### src/rtl/nx_indirect_mem_responder.sv
// Memory-side responder for the indirect-access software port: flop-array table with CAM search,
// arbitrating one access slot per cycle between the functional port and the software port.
// Optional build macro NX_IA_MEM_PARITY_EN adds a stored even-parity bit per entry and par_err.
module nx_indirect_mem_responder #(
    parameter int N_DATA_BITS  = 64,
    parameter int N_ENTRIES    = 16,
    parameter int N_ADDR_BITS  = 4,
    parameter int STARVE_LIMIT = 8
) (
    input  logic                   clk,
    input  logic                   rst_n,
    input  logic                   sw_cs,
    input  logic                   sw_ce,
    input  logic                   sw_we,
    input  logic [4:0]             sw_add,
    input  logic [N_DATA_BITS-1:0] sw_wdat,
    input  logic                   yield,
    output logic                   grant,
    output logic [N_DATA_BITS-1:0] sw_rdat,
    output logic                   sw_match,
    output logic [3:0]             sw_aindex,
    input  logic                   fn_rd,
    input  logic                   fn_wr,
    input  logic [N_ADDR_BITS-1:0] fn_addr,
    input  logic [N_DATA_BITS-1:0] fn_wdat,
    output logic                   fn_stall,
    output logic                   fn_rvld,
    output logic [N_DATA_BITS-1:0] fn_rdat,
    output logic                   par_err
);

    localparam int              CW          = $clog2(STARVE_LIMIT) + 1;
    localparam logic [CW-1:0]   STARVE_MAX  = CW'(STARVE_LIMIT - 1);
    localparam logic [5:0]      ENTRIES_LIM = 6'(N_ENTRIES);

    logic [N_DATA_BITS-1:0] mem_q [N_ENTRIES];
    logic [CW-1:0]          starve_q, starve_d;
    logic                   fn_req, sw_win, fn_svc;
    logic                   sw_in_range;
    logic [N_ADDR_BITS-1:0] sw_idx;
    logic                   sw_wr, sw_cmp, sw_rd, fn_wr_en, fn_rd_en;

    logic [N_ENTRIES-1:0]   match_vec_d, match_vec_q;
    logic                   cmp_vld_p0_q;
    logic                   hit_d;
    logic [3:0]             aidx_d;
    logic                   sw_match_q;
    logic [3:0]             sw_aindex_q;
    logic [N_DATA_BITS-1:0] sw_rdat_q, fn_rdat_q;
    logic                   fn_rvld_q;

    assign fn_req      = fn_rd | fn_wr;
    assign sw_win      = sw_cs & (~fn_req | yield | (starve_q == STARVE_MAX));
    assign fn_svc      = fn_req & ~sw_win;
    assign grant       = sw_win;
    assign fn_stall    = sw_win & fn_req;

    // Anything at or above N_ENTRIES (including the reserved MSB) is granted but inert.
    assign sw_in_range = ({1'b0, sw_add} < ENTRIES_LIM);
    assign sw_idx      = sw_add[N_ADDR_BITS-1:0];
    assign sw_wr       = sw_win & sw_we;
    assign sw_cmp      = sw_win & ~sw_we & sw_ce;
    assign sw_rd       = sw_win & ~sw_we & ~sw_ce;
    assign fn_wr_en    = fn_svc & fn_wr;
    assign fn_rd_en    = fn_svc & fn_rd & ~fn_wr;

    always_comb begin
        starve_d = starve_q;
        if (!sw_cs || sw_win) begin
            starve_d = '0;
        end else if (starve_q != STARVE_MAX) begin
            starve_d = starve_q + CW'(1);
        end
    end

    always_ff @(posedge clk or negedge rst_n) begin
        if (!rst_n) begin
            starve_q <= '0;
        end else begin
            starve_q <= starve_d;
        end
    end

    always_ff @(posedge clk or negedge rst_n) begin
        if (!rst_n) begin
            for (int i = 0; i < N_ENTRIES; i++) begin
                mem_q[i] <= '0;
            end
        end else if (sw_wr && sw_in_range) begin
            mem_q[sw_idx] <= sw_wdat;
        end else if (fn_wr_en) begin
            mem_q[fn_addr] <= fn_wdat;
        end
    end

    // Reads sample the table before any same-edge write lands.
    always_ff @(posedge clk or negedge rst_n) begin
        if (!rst_n) begin
            sw_rdat_q <= '0;
            fn_rvld_q <= 1'b0;
            fn_rdat_q <= '0;
        end else begin
            if (sw_rd) begin
                sw_rdat_q <= sw_in_range ? mem_q[sw_idx] : '0;
            end
            fn_rvld_q <= fn_rd_en;
            if (fn_rd_en) begin
                fn_rdat_q <= mem_q[fn_addr];
            end
        end
    end

    always_comb begin
        match_vec_d = '0;
        for (int i = 0; i < N_ENTRIES; i++) begin
            match_vec_d[i] = (mem_q[i] == sw_wdat);
        end
    end

    // Scanning downward leaves the lowest set index as the final assignment.
    always_comb begin
        hit_d  = 1'b0;
        aidx_d = '0;
        for (int i = N_ENTRIES - 1; i >= 0; i--) begin
            if (match_vec_q[i]) begin
                hit_d  = 1'b1;
                aidx_d = 4'(i);
            end
        end
    end

    always_ff @(posedge clk or negedge rst_n) begin
        if (!rst_n) begin
            match_vec_q  <= '0;
            cmp_vld_p0_q <= 1'b0;
            sw_match_q   <= 1'b0;
            sw_aindex_q  <= '0;
        end else begin
            cmp_vld_p0_q <= sw_cmp;
            if (sw_cmp) begin
                match_vec_q <= match_vec_d;
            end
            if (cmp_vld_p0_q) begin
                sw_match_q  <= hit_d;
                sw_aindex_q <= aidx_d;
            end
        end
    end

    assign sw_rdat   = sw_rdat_q;
    assign sw_match  = sw_match_q;
    assign sw_aindex = sw_aindex_q;
    assign fn_rvld   = fn_rvld_q;
    assign fn_rdat   = fn_rdat_q;

`ifdef NX_IA_MEM_PARITY_EN
    logic par_q [N_ENTRIES];
    logic sw_rpar_q, fn_rpar_q, sw_rvld_q;

    always_ff @(posedge clk or negedge rst_n) begin
        if (!rst_n) begin
            for (int i = 0; i < N_ENTRIES; i++) begin
                par_q[i] <= 1'b0;
            end
            sw_rpar_q <= 1'b0;
            fn_rpar_q <= 1'b0;
            sw_rvld_q <= 1'b0;
        end else begin
            if (sw_wr && sw_in_range) begin
                par_q[sw_idx] <= ^sw_wdat;
            end else if (fn_wr_en) begin
                par_q[fn_addr] <= ^fn_wdat;
            end
            sw_rvld_q <= sw_rd;
            if (sw_rd) begin
                sw_rpar_q <= sw_in_range ? par_q[sw_idx] : 1'b0;
            end
            if (fn_rd_en) begin
                fn_rpar_q <= par_q[fn_addr];
            end
        end
    end

    assign par_err = (sw_rvld_q & (^sw_rdat_q ^ sw_rpar_q)) |
                     (fn_rvld_q & (^fn_rdat_q ^ fn_rpar_q));
`else
    assign par_err = 1'b0;
`endif

endmodule

### config.mk
export PLATFORM = sky130hd
export DESIGN_NAME = nx_indirect_mem_responder
export DESIGN_NICKNAME = d
export VERILOG_FILES = /design/src/rtl/nx_indirect_mem_responder.sv
export SDC_FILE = /design/constraint.sdc
export NUM_CORES = 2
export LEC_CHECK = 0
export BUFFER_PORTS_ARGS = -buffer_cell sky130_fd_sc_hd__buf_2
export CAP_MARGIN = 0
export CORE_MARGIN = 3
export CORE_UTILIZATION = 30
export CTS_BUF_LIST = sky130_fd_sc_hd__clkbuf_4 sky130_fd_sc_hd__clkbuf_8
export CTS_CLUSTER_DIAMETER = 60
export DETAILED_ROUTE_END_ITERATION = 12
export GPL_TIMING_DRIVEN = 0
export PLACE_DENSITY = 0.57
export SYNTH_ARGS = -nofsm -noshare
export SYNTH_HDL_FRONTEND = slang
export SYNTH_SLANG_ARGS = --single-unit
### constraint.sdc
create_clock -name clk -period 2.3 [get_ports clk]
set_input_delay 0.23 -clock clk [delete_from_list [all_inputs] [get_ports clk]]
set_output_delay 0.23 -clock clk [all_outputs]
set_load 0.02 [all_outputs]
==> reports/qor.json <==
{
  "run_status": {"value": "complete, but fails checks"},
  "failed_checks": {"value": "hold timing, capacitance limit, slew limit, setup timing"},
  "finalMaxSlewViolations": {"value": 23},
  "critPathArrivalTime": {"value": 4460, "unit": "ps"},
  "finalHoldViolCount": {"value": 211},
  "cts.sink_count": {"value": 1179},
  "irDropWorstVdd": {"value": 0.0006982, "unit": "V"},
  "grt_start_max_net_pins": {"value": 153},
  "drc": {"value": 0},
  "asyncSetResetFlopFracSynth": {"value": 100.0, "unit": "%"},
  "h-tree-depth": {"value": 4},
  "min-delay-path-class": {"value": "input pin to async pin"},
  "drt_wl_total": {"value": 734900, "unit": "µm"},
  "ff_latch_area": {"value": 29520, "unit": "µm²"},
  "die-area": {"value": 266900, "unit": "µm²"},
  "clock_latency": {"value": 1200, "unit": "ps"},
  "synth_edf_count": {"value": 0},
  "maxCapViolCount": {"value": 7},
  "rows": {"value": 186},
  "fin_skew": {"value": 143.7, "unit": "ps"},
  "layout.filler_cells": {"value": 24380},
  "drt_iter0_drc": {"value": 15070},
  "max-slew-margin-rel": {"value": -14.79, "unit": "%"},
  "via_count_of_the_first_global_routing_pass": {"value": 73320},
  "whs": {"value": -305.2, "unit": "ps"},
  "synth_seq_cells": {"value": 1179},
  "synthesis.area": {"value": 78210, "unit": "µm²"},
  "crit_chain": {"value": "xnor2_4, nand4_1, nor4_4, nand4_1, o21ai_1"},
  "final_net_count": {"value": 7524},
  "place.detailed.hpwl": {"value": 564200, "unit": "µm"},
  "timing.critical_path.slowest_cell_delay": {"value": 1040, "unit": "ps"},
  "initial_utilization": {"value": 30.30, "unit": "%"},
  "power_per_cell_area": {"value": 1015, "unit": "nW/µm²"},
  "required_arrival_time_at_the_worst_endpoint": {"value": 3290, "unit": "ps"},
  "syn_avg_cell_area": {"value": 12.00, "unit": "µm²"},
  "final-instance-count-excl-fill": {"value": 11110},
  "rsz0062_at_grt": {"value": "yes"},
  "wire_length_of_the_first_global_routing_pass": {"value": 887300, "unit": "µm"},
  "syn_inst": {"value": 6519},
  "maxClockFrequency": {"value": 0.2882, "unit": "GHz"},
  "setup_violations": {"value": 1259},
  "cp_slowest_cell": {"value": "nand4_1"},
  "place_congestion": {"value": 1.107},
  "cts_tree": {"value": "done"},
  "layout-area-overhead-vs-synth": {"value": 34.38, "unit": "%"},
  "timing_worst_slew_pin_value": {"value": 1710, "unit": "ps"},
  "critical_path.startpoint_type": {"value": "flip-flop"},
  "routed_via_density": {"value": 7.543},
  "most_used_flip_flop_cell_after_synthesis": {"value": "dfrtp_1"},
  "yosysWarningCount": {"value": 0},
  "postRouteAntennaNets": {"value": 0},
  "finalWorstSetupSlack": {"value": -1170, "unit": "ps"},
  "synth.most_common_cell": {"value": "dfrtp_1"},
  "cts.path.max_buffers": {"value": 4},
  "timing.critical_path.max_delay_family": {"value": "simple AND/OR/NAND/NOR gates"},
  "post_route_cells_drive_above_1_share": {"value": 37.31, "unit": "%"},
  "cts_bufs_inserted": {"value": 239},
  "static-leakage-power": {"value": 37.97, "unit": "nW"},
  "largest_cells_by_area_after_synthesis": {"value": "dfrtp_1 (38%), mux4_2 (18%), xnor2_1 (11%)"},
  "placed_cells_incl_taps": {"value": 10140},
  "multi_input_comb_area": {"value": 50060, "unit": "µm²"},
  "cts-root-buf": {"value": "clkbuf_8"},
  "die_x": {"value": 516.6, "unit": "µm"},
  "antenna_found_initial": {"value": 188},
  "netlist.top_cell.by_area": {"value": "dfrtp_1"},
  "design.portCount": {"value": 282},
  "crit_path_max_fanout": {"value": 4},
  "timing_worst_setup_path_type": {"value": "flip-flop to flip-flop"},
  "grt.overflow.total": {"value": 0},
  "post-route-min-period": {"value": 3470, "unit": "ps"},
  "synth_cell_type_count": {"value": 53},
  "detailroute.via_count": {"value": 83780},
  "cts.clk_slew.worst_paths": {"value": 60, "unit": "ps"},
  "grt_use_total": {"value": 52.46, "unit": "%"},
  "yosysTopAreaCellShare": {"value": 37.72, "unit": "%"},
  "chipHeight": {"value": 516.6, "unit": "µm"},
  "dr.pass1.iters": {"value": 9},
  "yosysSeqAreaShare": {"value": 37.72, "unit": "%"},
  "io_buffer_count": {"value": 149},
  "path_buf_inv": {"value": 0},
  "timing.setup.tns": {"value": -643250, "unit": "ps"},
  "end_kind": {"value": "flip-flop"},
  "most_common_cell_type_on_the_critical_path": {"value": "nand4_1"},
  "syn-num-nets": {"value": 6665},
  "postLayoutCoreUtil": {"value": 40.72, "unit": "%"},
  "placeableCoreArea": {"value": 258100, "unit": "µm²"},
  "layout_worst_path_cycle_share": {"value": 150.9, "unit": "%"},
  "synth_common_cells": {"value": "dfrtp_1 (1,179), xnor2_1 (1,025), o2bb2ai_1 (1,008)"},
  "wl_per_cell": {"value": 66.17, "unit": "µm"}
}
-- cells by family after synthesis --
group / count (synthesis) / share of synthesized area, %
DFF: 1179 / 37.72
other: 1 / 0.004795
muxes: 728 / 19.70
buffers and inverters: 992 / 5.350
and+or+nand+nor: 454 / 3.483
adders and majority gates: 1 / 0.01600
xor gates and xnor gates: 1026 / 11.49
AOI/OAI and AO/OA: 2138 / 22.24
-- worst reg2reg max path, stage by stage, from the launching register on --
cell and delay (ps):
dfrtp_2 460, xnor2_4 540, nand4_1 1050, nor4_4 730, nand4_1 370, o21ai_1 220
-- cell usage in the layout, fill, tap and decap left out, types with 69 or more instances in the layout --
cell,count
dfrtp_1,1169
a22oi_1,925
o2bb2ai_1,843
xnor2_1,724
mux4_2,640
clkbuf_1,384
clkbuf_8,316
nand4_1,273
xnor2_2,252
buf_2,241
buf_12,184
buf_4,169
diode_2,158
o2bb2ai_2,122
clkbuf_4,121
buf_6,116
buf_1,102
a22o_1,81
dlygate4sd3_1,81
clkbuf_16,77
mux2_2,77
a22oi_2,75
buf_8,69
-- layer usage --
layer	wire length, µm	global-route usage (%)
met4	72030	40.34
met2	280400	68.55
met5	2015	2.037
met1	267200	63.28
met3	113300	28.45
-- where the power goes --
group	leakage, nW	switching [mW]	internal (mW)
Sequential	15.1	9.95	25.8
Combinational	20.0	28.9	16.1
Clock	2.83	11.8	14.2
-- registers in the layout (all words and copies together) (netlist names) --
name,cells
match_vec_q,16
sw_rdat,64
starve_q,4
sw_aindex,4
cmp_vld_p0_q,1
sw_match,1
mem_q,1024
fn_rdat,64
fn_rvld,1
-- repair_timing --
action / CTS / global route
gates cloned: 11 / 53
hold endpoints to repair: 941 / 171
buffers inserted: 97 / 133
pin swaps: 96 / 205
setup endpoints to repair: 1172 / 1312
gates resized for setup: 896 / 1117
hold buffers: 89 / 1
-- cell type report --
cell class,instances,area share (%)
Antenna cell,158,0.3762
Buffer,974,6.988
Clock buffer,370,4.429
Clock inverter,57,0.6619
Inverter,11,0.03929
Multi-Input combinational cell,4348,47.63
Sequential cell,1179,28.08
Tap cell,3384,4.029
Timing Repair Buffer,625,7.762
-- stage by stage --
stage | setup slack, ps | instance area (µm²) | power, mW
final | -1170 | 105100 | 106.7
after global routing | -863.9 | 104800 | 105.3
after global placement | -28410 | 83210 | 72.18
after CTS | -839.4 | 97550 | 100.9
after detailed placement | -3120 | 85720 | 73.27
after floorplan | -23.81 | 78230 | 47.66
-- path summary, 6_finish.rpt --
check | start | endpoint | slack, ps | cells past startpoint
worst max-delay path | mem_q[815] | match_vec_q[3] | -1170 | 5
worst min-delay path | rst_n | mem_q[384] | -310 | 8
worst max register to register | mem_q[815] | match_vec_q[3] | -1170 | 5
worst min register to register | fn_rdat[30] | fn_rdat[30] | 500 | 1
max in group asynchronous | rst_n | fn_rdat[33] | -120 | 11
min in group clk | sw_wdat[43] | mem_q[171] | 100 | 4
Power figures use the tool's default switching activity.
